$ cat config.mk
export PLATFORM = sky130hd
export DESIGN_NAME = irq_prio_ctrl_flat
export DESIGN_NICKNAME = d
export VERILOG_FILES = /design/src/rtl/irq_prio_pkg.sv /design/src/rtl/irq_prio_ctrl_if.sv /design/src/rtl/prio_enc8.sv /design/src/rtl/irq_prio_ctrl.sv /design/src/flat_wrapper.sv
export SDC_FILE = /design/constraint.sdc
export NUM_CORES = 1
export LEC_CHECK = 0
export ABC_AREA = 1
export BUFFER_PORTS_ARGS = -buffer_cell sky130_fd_sc_hd__buf_2
export CAP_MARGIN = 20
export CORE_MARGIN = 2
export CORE_UTILIZATION = 45
export CTS_CLUSTER_DIAMETER = 150
export DETAILED_ROUTE_END_ITERATION = 8
export PLACE_DENSITY = 0.67
export SETUP_SLACK_MARGIN = 0.1
export SYNTH_ARGS = -nofsm -noshare
export SYNTH_HDL_FRONTEND = slang
export SYNTH_SLANG_ARGS = --single-unit
export TNS_END_PERCENT = 50
$ cat constraint.sdc
create_clock -name clk -period 1.93 [get_ports clk]
set_input_delay 0.0965 -clock clk [delete_from_list [all_inputs] [get_ports clk]]
set_output_delay 0.0965 -clock clk [all_outputs]
set_load 0.02 [all_outputs]
$ cat src/rtl/irq_prio_pkg.sv
// -----------------------------------------------------------------------------
// irq_prio_pkg
// Shared constants and types for the irq_prio_ctrl interrupt controller.
//   N_REQ  : number of requesters (fixed at 8)
//   VEC_W  : width of the granted-line index
//   state_e: grant FSM states
//   rr_start: first index searched by the rotating-priority encoder
// -----------------------------------------------------------------------------
package irq_prio_pkg;

  localparam int N_REQ = 8;
  localparam int VEC_W = 3;

  typedef enum logic [1:0] {
    IDLE = 2'd0,
    REQ  = 2'd1,
    GAP  = 2'd2
  } state_e;

  // Search begins one below the last serviced line; 3-bit arithmetic wraps
  // 0 -> 7, so a pointer reset to 0 starts the very first search at 7.
  function automatic logic [VEC_W-1:0] rr_start(input logic [VEC_W-1:0] last);
    return last - VEC_W'(1);
  endfunction

endpackage

$ cat src/rtl/irq_prio_ctrl_if.sv
// -----------------------------------------------------------------------------
// irq_prio_ctrl_if
// Service-channel handshake between the controller and its service side.
//   irq     : grant valid, vec stable while high      (controller -> service)
//   vec     : binary index of the granted line        (controller -> service)
//   timeout : one-cycle pulse on unacknowledged grant (controller -> service)
//   ack     : single-cycle accept of current vec      (service -> controller)
// Modports: master = controller side, slave = service side.
// -----------------------------------------------------------------------------
interface irq_prio_ctrl_if;
  import irq_prio_pkg::*;

  logic             irq;
  logic [VEC_W-1:0] vec;
  logic             timeout;
  logic             ack;

  modport master (output irq, output vec, output timeout, input ack);
  modport slave  (input irq, input vec, input timeout, output ack);

endinterface

$ cat src/rtl/prio_enc8.sv
// -----------------------------------------------------------------------------
// prio_enc8
// Combinational 8-to-3 priority encoder with a programmable start index.
// The search begins at start_i and walks downward, wrapping 0 -> 7; the first
// set bit met wins. With start_i = 7 this is a plain highest-index-wins
// encoder.
//   req_i   : candidate lines (1 = requesting)
//   start_i : index searched first
//   found_o : at least one candidate set
//   idx_o   : winning index (0 when found_o = 0)
// -----------------------------------------------------------------------------
module prio_enc8
  import irq_prio_pkg::*;
(
  input  logic [N_REQ-1:0] req_i,
  input  logic [VEC_W-1:0] start_i,
  output logic             found_o,
  output logic [VEC_W-1:0] idx_o
);

  logic [VEC_W-1:0] j;

  // Iterate from the farthest search position toward start_i so the
  // closest hit overwrites earlier ones and ends up as the winner.
  always_comb begin
    found_o = 1'b0;
    idx_o   = '0;
    j       = '0;
    for (int k = N_REQ - 1; k >= 0; k--) begin
      j = start_i - VEC_W'(k);
      if (req_i[j]) begin
        found_o = 1'b1;
        idx_o   = j;
      end
    end
  end

endmodule

$ cat src/rtl/irq_prio_ctrl.sv
// -----------------------------------------------------------------------------
// irq_prio_ctrl
// Sequential interrupt controller sharing one service channel between 8
// active-low requesters. Requests are synchronised, falling-edge latched into
// a pending register, masked and granted one at a time. A grant is held until
// ack or until TIMEOUT_CYC cycles pass. GS/EO-style status outputs allow it to
// stand in for a bare 8-to-3 priority encoder.
//
// Optional build macro: IRQ_PRIO_RR_EN
//   defined   -> rotating priority; last-grant pointer updated on ack
//   undefined -> fixed priority, highest index wins
//
// Parameters:
//   SYNC_STAGES : synchroniser depth on req_n (2..3)
//   TIMEOUT_CYC : REQ cycles without ack before withdrawal (0 = never)
//   GAP_CYC     : idle cycles forced after each ack (0..15)
// Ports:
//   clk, rst_n  : clock, asynchronous active-low reset (released synchronously)
//   en_n        : active-low enable; high suspends granting
//   req_n[7:0]  : active-low asynchronous request lines
//   mask[7:0]   : 1 = line excluded from grant (capture continues)
//   bus         : irq/vec/timeout/ack service handshake (master side)
//   gs_n, eo_n  : group-select / enable-out status, active low
//   pending     : latched events awaiting service
// -----------------------------------------------------------------------------
module irq_prio_ctrl
  import irq_prio_pkg::*;
#(
  parameter int SYNC_STAGES = 2,
  parameter int TIMEOUT_CYC = 16,
  parameter int GAP_CYC     = 1
) (
  input  logic                  clk,
  input  logic                  rst_n,
  input  logic                  en_n,
  input  logic [N_REQ-1:0]      req_n,
  input  logic [N_REQ-1:0]      mask,
  irq_prio_ctrl_if.master       bus,
  output logic                  gs_n,
  output logic                  eo_n,
  output logic [N_REQ-1:0]      pending
);

  localparam int TCW = (TIMEOUT_CYC > 2) ? $clog2(TIMEOUT_CYC) : 1;
  localparam logic [TCW-1:0] TMAX = TCW'(TIMEOUT_CYC - 1);
  localparam logic [3:0]     GMAX = 4'(GAP_CYC - 1);

  // ---------------------------------------------------------------------------
  // Reset: asserts asynchronously, deasserts two edges after rst_n rises so
  // every flop leaves reset on the same clean edge.
  // ---------------------------------------------------------------------------
  logic [1:0] rst_sync_q;
  logic       rst_int_n;

  always_ff @(posedge clk or negedge rst_n) begin
    if (!rst_n) rst_sync_q <= '0;
    else        rst_sync_q <= {rst_sync_q[0], 1'b1};
  end

  assign rst_int_n = rst_sync_q[1];

  // ---------------------------------------------------------------------------
  // Request synchroniser and falling-edge detect. Flops reset to 1 (idle
  // level) so release of reset with req_n high produces no event.
  // ---------------------------------------------------------------------------
  logic [SYNC_STAGES-1:0][N_REQ-1:0] sync_q;
  logic [N_REQ-1:0]                  prev_q;
  logic [N_REQ-1:0]                  req_s;
  logic [N_REQ-1:0]                  fall;

  always_ff @(posedge clk or negedge rst_int_n) begin
    if (!rst_int_n) begin
      sync_q <= '1;
      prev_q <= '1;
    end else begin
      sync_q <= {sync_q[SYNC_STAGES-2:0], req_n};
      prev_q <= req_s;
    end
  end

  assign req_s = sync_q[SYNC_STAGES-1];
  assign fall  = prev_q & ~req_s;

  // ---------------------------------------------------------------------------
  // State
  // ---------------------------------------------------------------------------
  state_e           state_q, state_d;
  logic [VEC_W-1:0] vec_q, vec_d;
  logic [TCW-1:0]   tcnt_q, tcnt_d;
  logic [3:0]       gcnt_q, gcnt_d;
  logic             irq_q, irq_d;
  logic             timeout_q, timeout_d;
  logic [N_REQ-1:0] pending_q, pending_d;
  logic             ack_clr;
  logic [N_REQ-1:0] clr_mask;

  logic [N_REQ-1:0] cand;
  logic [VEC_W-1:0] start;
  logic             found;
  logic [VEC_W-1:0] win;

  assign cand = pending_q & ~mask;

`ifdef IRQ_PRIO_RR_EN
  logic [VEC_W-1:0] last_q;

  always_ff @(posedge clk or negedge rst_int_n) begin
    if (!rst_int_n)   last_q <= '0;
    else if (ack_clr) last_q <= vec_q;
  end

  assign start = rr_start(last_q);
`else
  assign start = VEC_W'(N_REQ - 1);
`endif

  prio_enc8 u_enc (
    .req_i   (cand),
    .start_i (start),
    .found_o (found),
    .idx_o   (win)
  );

  // ---------------------------------------------------------------------------
  // Grant FSM, next state and datapath
  // ---------------------------------------------------------------------------
  always_comb begin
    state_d   = state_q;
    vec_d     = vec_q;
    tcnt_d    = tcnt_q;
    gcnt_d    = gcnt_q;
    timeout_d = 1'b0;
    ack_clr   = 1'b0;

    if (en_n) begin
      // Suspended: any grant is withdrawn, pending stays untouched. An ack
      // arriving in this cycle is not honoured since the grant is gone.
      state_d = IDLE;
      tcnt_d  = '0;
      gcnt_d  = '0;
    end else begin
      unique case (state_q)
        IDLE: begin
          tcnt_d = '0;
          gcnt_d = '0;
          if (found) begin
            vec_d   = win;
            state_d = REQ;
          end
        end
        REQ: begin
          if (bus.ack) begin
            // ack has priority over a timeout landing in the same cycle
            ack_clr = 1'b1;
            tcnt_d  = '0;
            state_d = (GAP_CYC == 0) ? IDLE : GAP;
          end else if (TIMEOUT_CYC != 0) begin
            if (tcnt_q == TMAX) begin
              state_d   = IDLE;
              timeout_d = 1'b1;
              tcnt_d    = '0;
            end else begin
              tcnt_d = tcnt_q + TCW'(1);
            end
          end
        end
        GAP: begin
          if (gcnt_q == GMAX) begin
            state_d = IDLE;
            gcnt_d  = '0;
          end else begin
            gcnt_d = gcnt_q + 4'd1;
          end
        end
        default: state_d = IDLE;
      endcase
    end

    irq_d = (state_d == REQ);
  end

  // A new edge on the line being acknowledged re-sets it: set beats clear.
  always_comb begin
    clr_mask = '0;
    if (ack_clr) clr_mask[vec_q] = 1'b1;
    pending_d = (pending_q & ~clr_mask) | fall;
  end

  always_ff @(posedge clk or negedge rst_int_n) begin
    if (!rst_int_n) begin
      state_q   <= IDLE;
      vec_q     <= '0;
      tcnt_q    <= '0;
      gcnt_q    <= '0;
      irq_q     <= 1'b0;
      timeout_q <= 1'b0;
      pending_q <= '0;
    end else begin
      state_q   <= state_d;
      vec_q     <= vec_d;
      tcnt_q    <= tcnt_d;
      gcnt_q    <= gcnt_d;
      irq_q     <= irq_d;
      timeout_q <= timeout_d;
      pending_q <= pending_d;
    end
  end

  // ---------------------------------------------------------------------------
  // Outputs. irq is its own flop so it cannot glitch on state decode.
  // ---------------------------------------------------------------------------
  assign bus.irq     = irq_q;
  assign bus.vec     = vec_q;
  assign bus.timeout = timeout_q;
  assign pending     = pending_q;

  assign gs_n = ~(~en_n &  (|cand));
  assign eo_n = ~(~en_n & ~(|cand));

endmodule
$ cat src/flat_wrapper.sv
// flat-port wrapper written by rule: the top's interface ports become plain ports
module irq_prio_ctrl_flat import irq_prio_pkg::*;
#(
  parameter int SYNC_STAGES = 2,
  parameter int TIMEOUT_CYC = 16,
  parameter int GAP_CYC     = 1
)
  (clk, rst_n, en_n, req_n, mask, gs_n, eo_n, pending, bus_irq, bus_vec, bus_timeout, bus_ack);
  irq_prio_ctrl_if bus_i ();
  input  logic clk;
  input  logic rst_n;
  input  logic en_n;
  input  logic [N_REQ-1:0] req_n;
  input  logic [N_REQ-1:0] mask;
  output logic gs_n;
  output logic eo_n;
  output logic [N_REQ-1:0] pending;
  output wire logic [$bits(bus_i.irq)-1:0] bus_irq;
  output wire logic [$bits(bus_i.vec)-1:0] bus_vec;
  output wire logic [$bits(bus_i.timeout)-1:0] bus_timeout;
  input wire logic [$bits(bus_i.ack)-1:0] bus_ack;
  assign bus_irq = bus_i.irq;
  assign bus_vec = bus_i.vec;
  assign bus_timeout = bus_i.timeout;
  assign bus_i.ack = bus_ack;
  irq_prio_ctrl #(.SYNC_STAGES(SYNC_STAGES), .TIMEOUT_CYC(TIMEOUT_CYC), .GAP_CYC(GAP_CYC)) u_core (.clk(clk), .rst_n(rst_n), .en_n(en_n), .req_n(req_n), .mask(mask), .bus(bus_i), .gs_n(gs_n), .eo_n(eo_n), .pending(pending));
endmodule
==> run metrics <==
outcome complete, no violations; Die ar. 4692 um2; layout cells sized above 1 32.33%; Tmin final 1.495 ns; sequential area share after synthesis 67.11%; register-to-register setup slack 0.76 ns; gr usage total 16.11%; drt total wl 3243 um; pwr dens 894.0 nW/um2; antenna-violating nets left 0; Synth Area per Inst 10.40 um2; clock skew 0.01381 ns; CP bufs+invs 2; Critical Path RT 1.83 ns; CORE AREA 4000 um2; Root Buffer Master clkbuf_8; number of nets in the layout 254; CTS tree built; first-pass GRT wire length 5395 um; initial antenna violation count 0; synthesized net count 203; setup slack after layout 0.4347 ns; crit path max-delay cell type dfrtp_1; postcts setup bufs 0; most used cell, CP nand2_1; detailed-route vias per instance 4.532; Hold Crit Class input port to async pin; Max transition margin 64.61%; Fillers 344; Synth Flop Type dfrtp_1; ranking of synthesized cells by area dfstp_2 34%, dfrtp_1 33%, nand2_1 8.0%, inv_1 6.6%, o21ai_1 4.8%; r2r endpoint u_core.pending[2]; Mapped Cells 180; vias in the first global route 1299; Startpoint Class flop; Max IR drop VDD 0.0005166 V; CTS Buf Count 5; I/O Buffers 34; die span in y 68.50 um; cell area after synthesis 1872 um2; routed len/inst 11.50 um; final setup vio count 0; max-slew violation count 0; ANT cells 0; TritonRoute pass-1 iters 4; post-synth top area share 33.69%; Worst Path Arrival 1.40 ns; Seq. cell area 1257 um2; Reg-to-Reg Start u_core.state_q[0]; CP endpoint kind output port; Worst-Skew Late Latency 0.31 ns; critical path's largest stage delay 0.40 ns; max_cap viols 0; post-synth top area cell dfstp_2; Netlist cell types 20; yosys warns 0; Max Clk Rate 0.6687 GHz; WS Path Type flop to output port; ys async rst share 100.0%; clock-pin transition on the worst setup and hold timing paths 0.10 ns; deepest clock path buffer count 2; synth cell count leaders 40 x nand2_1, 33 x inv_1, 25 x dfrtp_1; worst-margin pin slew 0.5309 ns; vias 1278; DIE WIDTH 68.50 um; setup_tns 0 ns; Final Hold Viols 0; most numerous cell in the Yosys netlist nand2_1; Placement Rows 23; crit-path cells nand2_1 > nand2_1 > nor2_1 > nand2_1 > inv_1 > nand2_1 > buf_2; worst r2r path cells 5; DR DRC count 0; dpl ws 0.7556 ns; placed wire-length estimate 2346 um; CP top delay family simple AND/OR/NAND/NOR gates; Pleak 1.145 nW; Multi-input gate area 488.0 um2; total gr overflow 0; CTS sink count 49; CP max FO 3; Synth-to-Final Area Change 23.40%; gpl congestion 0.7619; DR iter-0 viols 54; EDFF count, synth 0; pin count of the biggest net entering global routing 27; Seq cells post-synth 49; H-tree lvl count 2; I/O pin count 35; initial core utilization 46.79%; fin crit share 77.48%; RSZ-0062 raised after global routing no
## kinds of logic after synthesis
family / count (synthesis) / synth area share [%]
and+or+nand+nor: 61 / 14.64
DFF: 49 / 67.11
buffers and inverters: 34 / 6.818
AOI/OAI and AO/OA: 30 / 8.289
adders and majority gates: 3 / 2.006
xor gates and xnor gates: 2 / 0.9360
other: 1 / 0.2003
## state kept, by name, indices dropped and copies added (netlist names)
name / count
u_core.pending: 8
u_core.prev_q: 8
u_core.req_s: 8
u_core.sync_q: 8
u_core.gcnt_q: 4
u_core.tcnt_q: 4
u_core.bus.vec: 3
u_core.rst_sync_q: 2
u_core.state_q: 2
u_core.bus.irq: 1
u_core.bus.timeout: 1
## timing repair
action	in CTS	in global routing
gates resized for setup	0	0
hold buffers	9	0
endpoints found under the hold margin	10	0
## area by class of cell
type                            count  area share [%]
Multi-Input combinational cell     97           21.13
Sequential cell                    49           54.44
Inverter                           34           5.525
Clock inverter                      3           1.083
Tap cell                           50           2.709
Timing Repair Buffer               44           12.13
Clock buffer                        5           2.979
## worst max-delay path by stage
stage | to | cells past startpoint | from
finish | eo_n | 7 | u_core.pending[4]
CTS | eo_n | 7 | u_core.pending[5]
global route | eo_n | 7 | u_core.pending[4]
global placement | eo_n | 7 | u_core.pending[6]
floorplan | u_core.bus.irq | 0 | u_core.rst_sync_q[1]
detailed placement | u_core.bus.vec[2] | 6 | u_core.pending[5]
## through the flow
| stage | total power [mW] | hold slack [ns] | util, % | instances | instance area [um2] |
|---|---|---|---|---|---|
| floorplan | 1.350 | -0.1991 | - | 180 | 1872 |
| global placement | 1.448 | -0.1161 | 53.14 | 265 | 2126 |
| detailed placement | 1.454 | -0.1161 | 53.14 | 265 | 2126 |
| CTS | 2.095 | 0.08985 | 57.74 | 282 | 2310 |
| global route | 2.176 | 0.09386 | 57.74 | 282 | 2310 |
| finish | 2.065 | 0.1067 | 57.74 | 282 | 2310 |
## power breakdown
| group | switching (mW) | leakage (nW) | internal, mW |
|---|---|---|---|
| clock | 0.353 | 0.0452 | 0.264 |
| combinational | 0.165 | 0.556 | 0.102 |
| sequential | 0.0635 | 0.544 | 1.12 |
## metal layers
metal | vias up | GRT usage (%) | wire (um)
met4 | 0 | 9.000 | 36
met5 | - | 0 | 0
met2 | 27 | 26.44 | 1563
met3 | 4 | 4.221 | 172
li1 | 652 | - | -
met1 | 595 | 19.20 | 1471
## layout by cell type (no fill, tap or decap), drive strengths merged, types with 2 or more instances in the layout
cell type / synthesis / final
a21oi: 5 / 5
buf: 0 / 35
clkbuf: 0 / 5
dfrtp: 25 / 25
dfstp: 24 / 24
dlygate4sd3: 0 / 9
ha: 3 / 3
inv: 34 / 36
nand2: 43 / 43
nand3: 6 / 6
nor2: 11 / 11
o21ai: 23 / 23
xor2: 2 / 2
No activity file was read; power rests on OpenSTA's default activity.
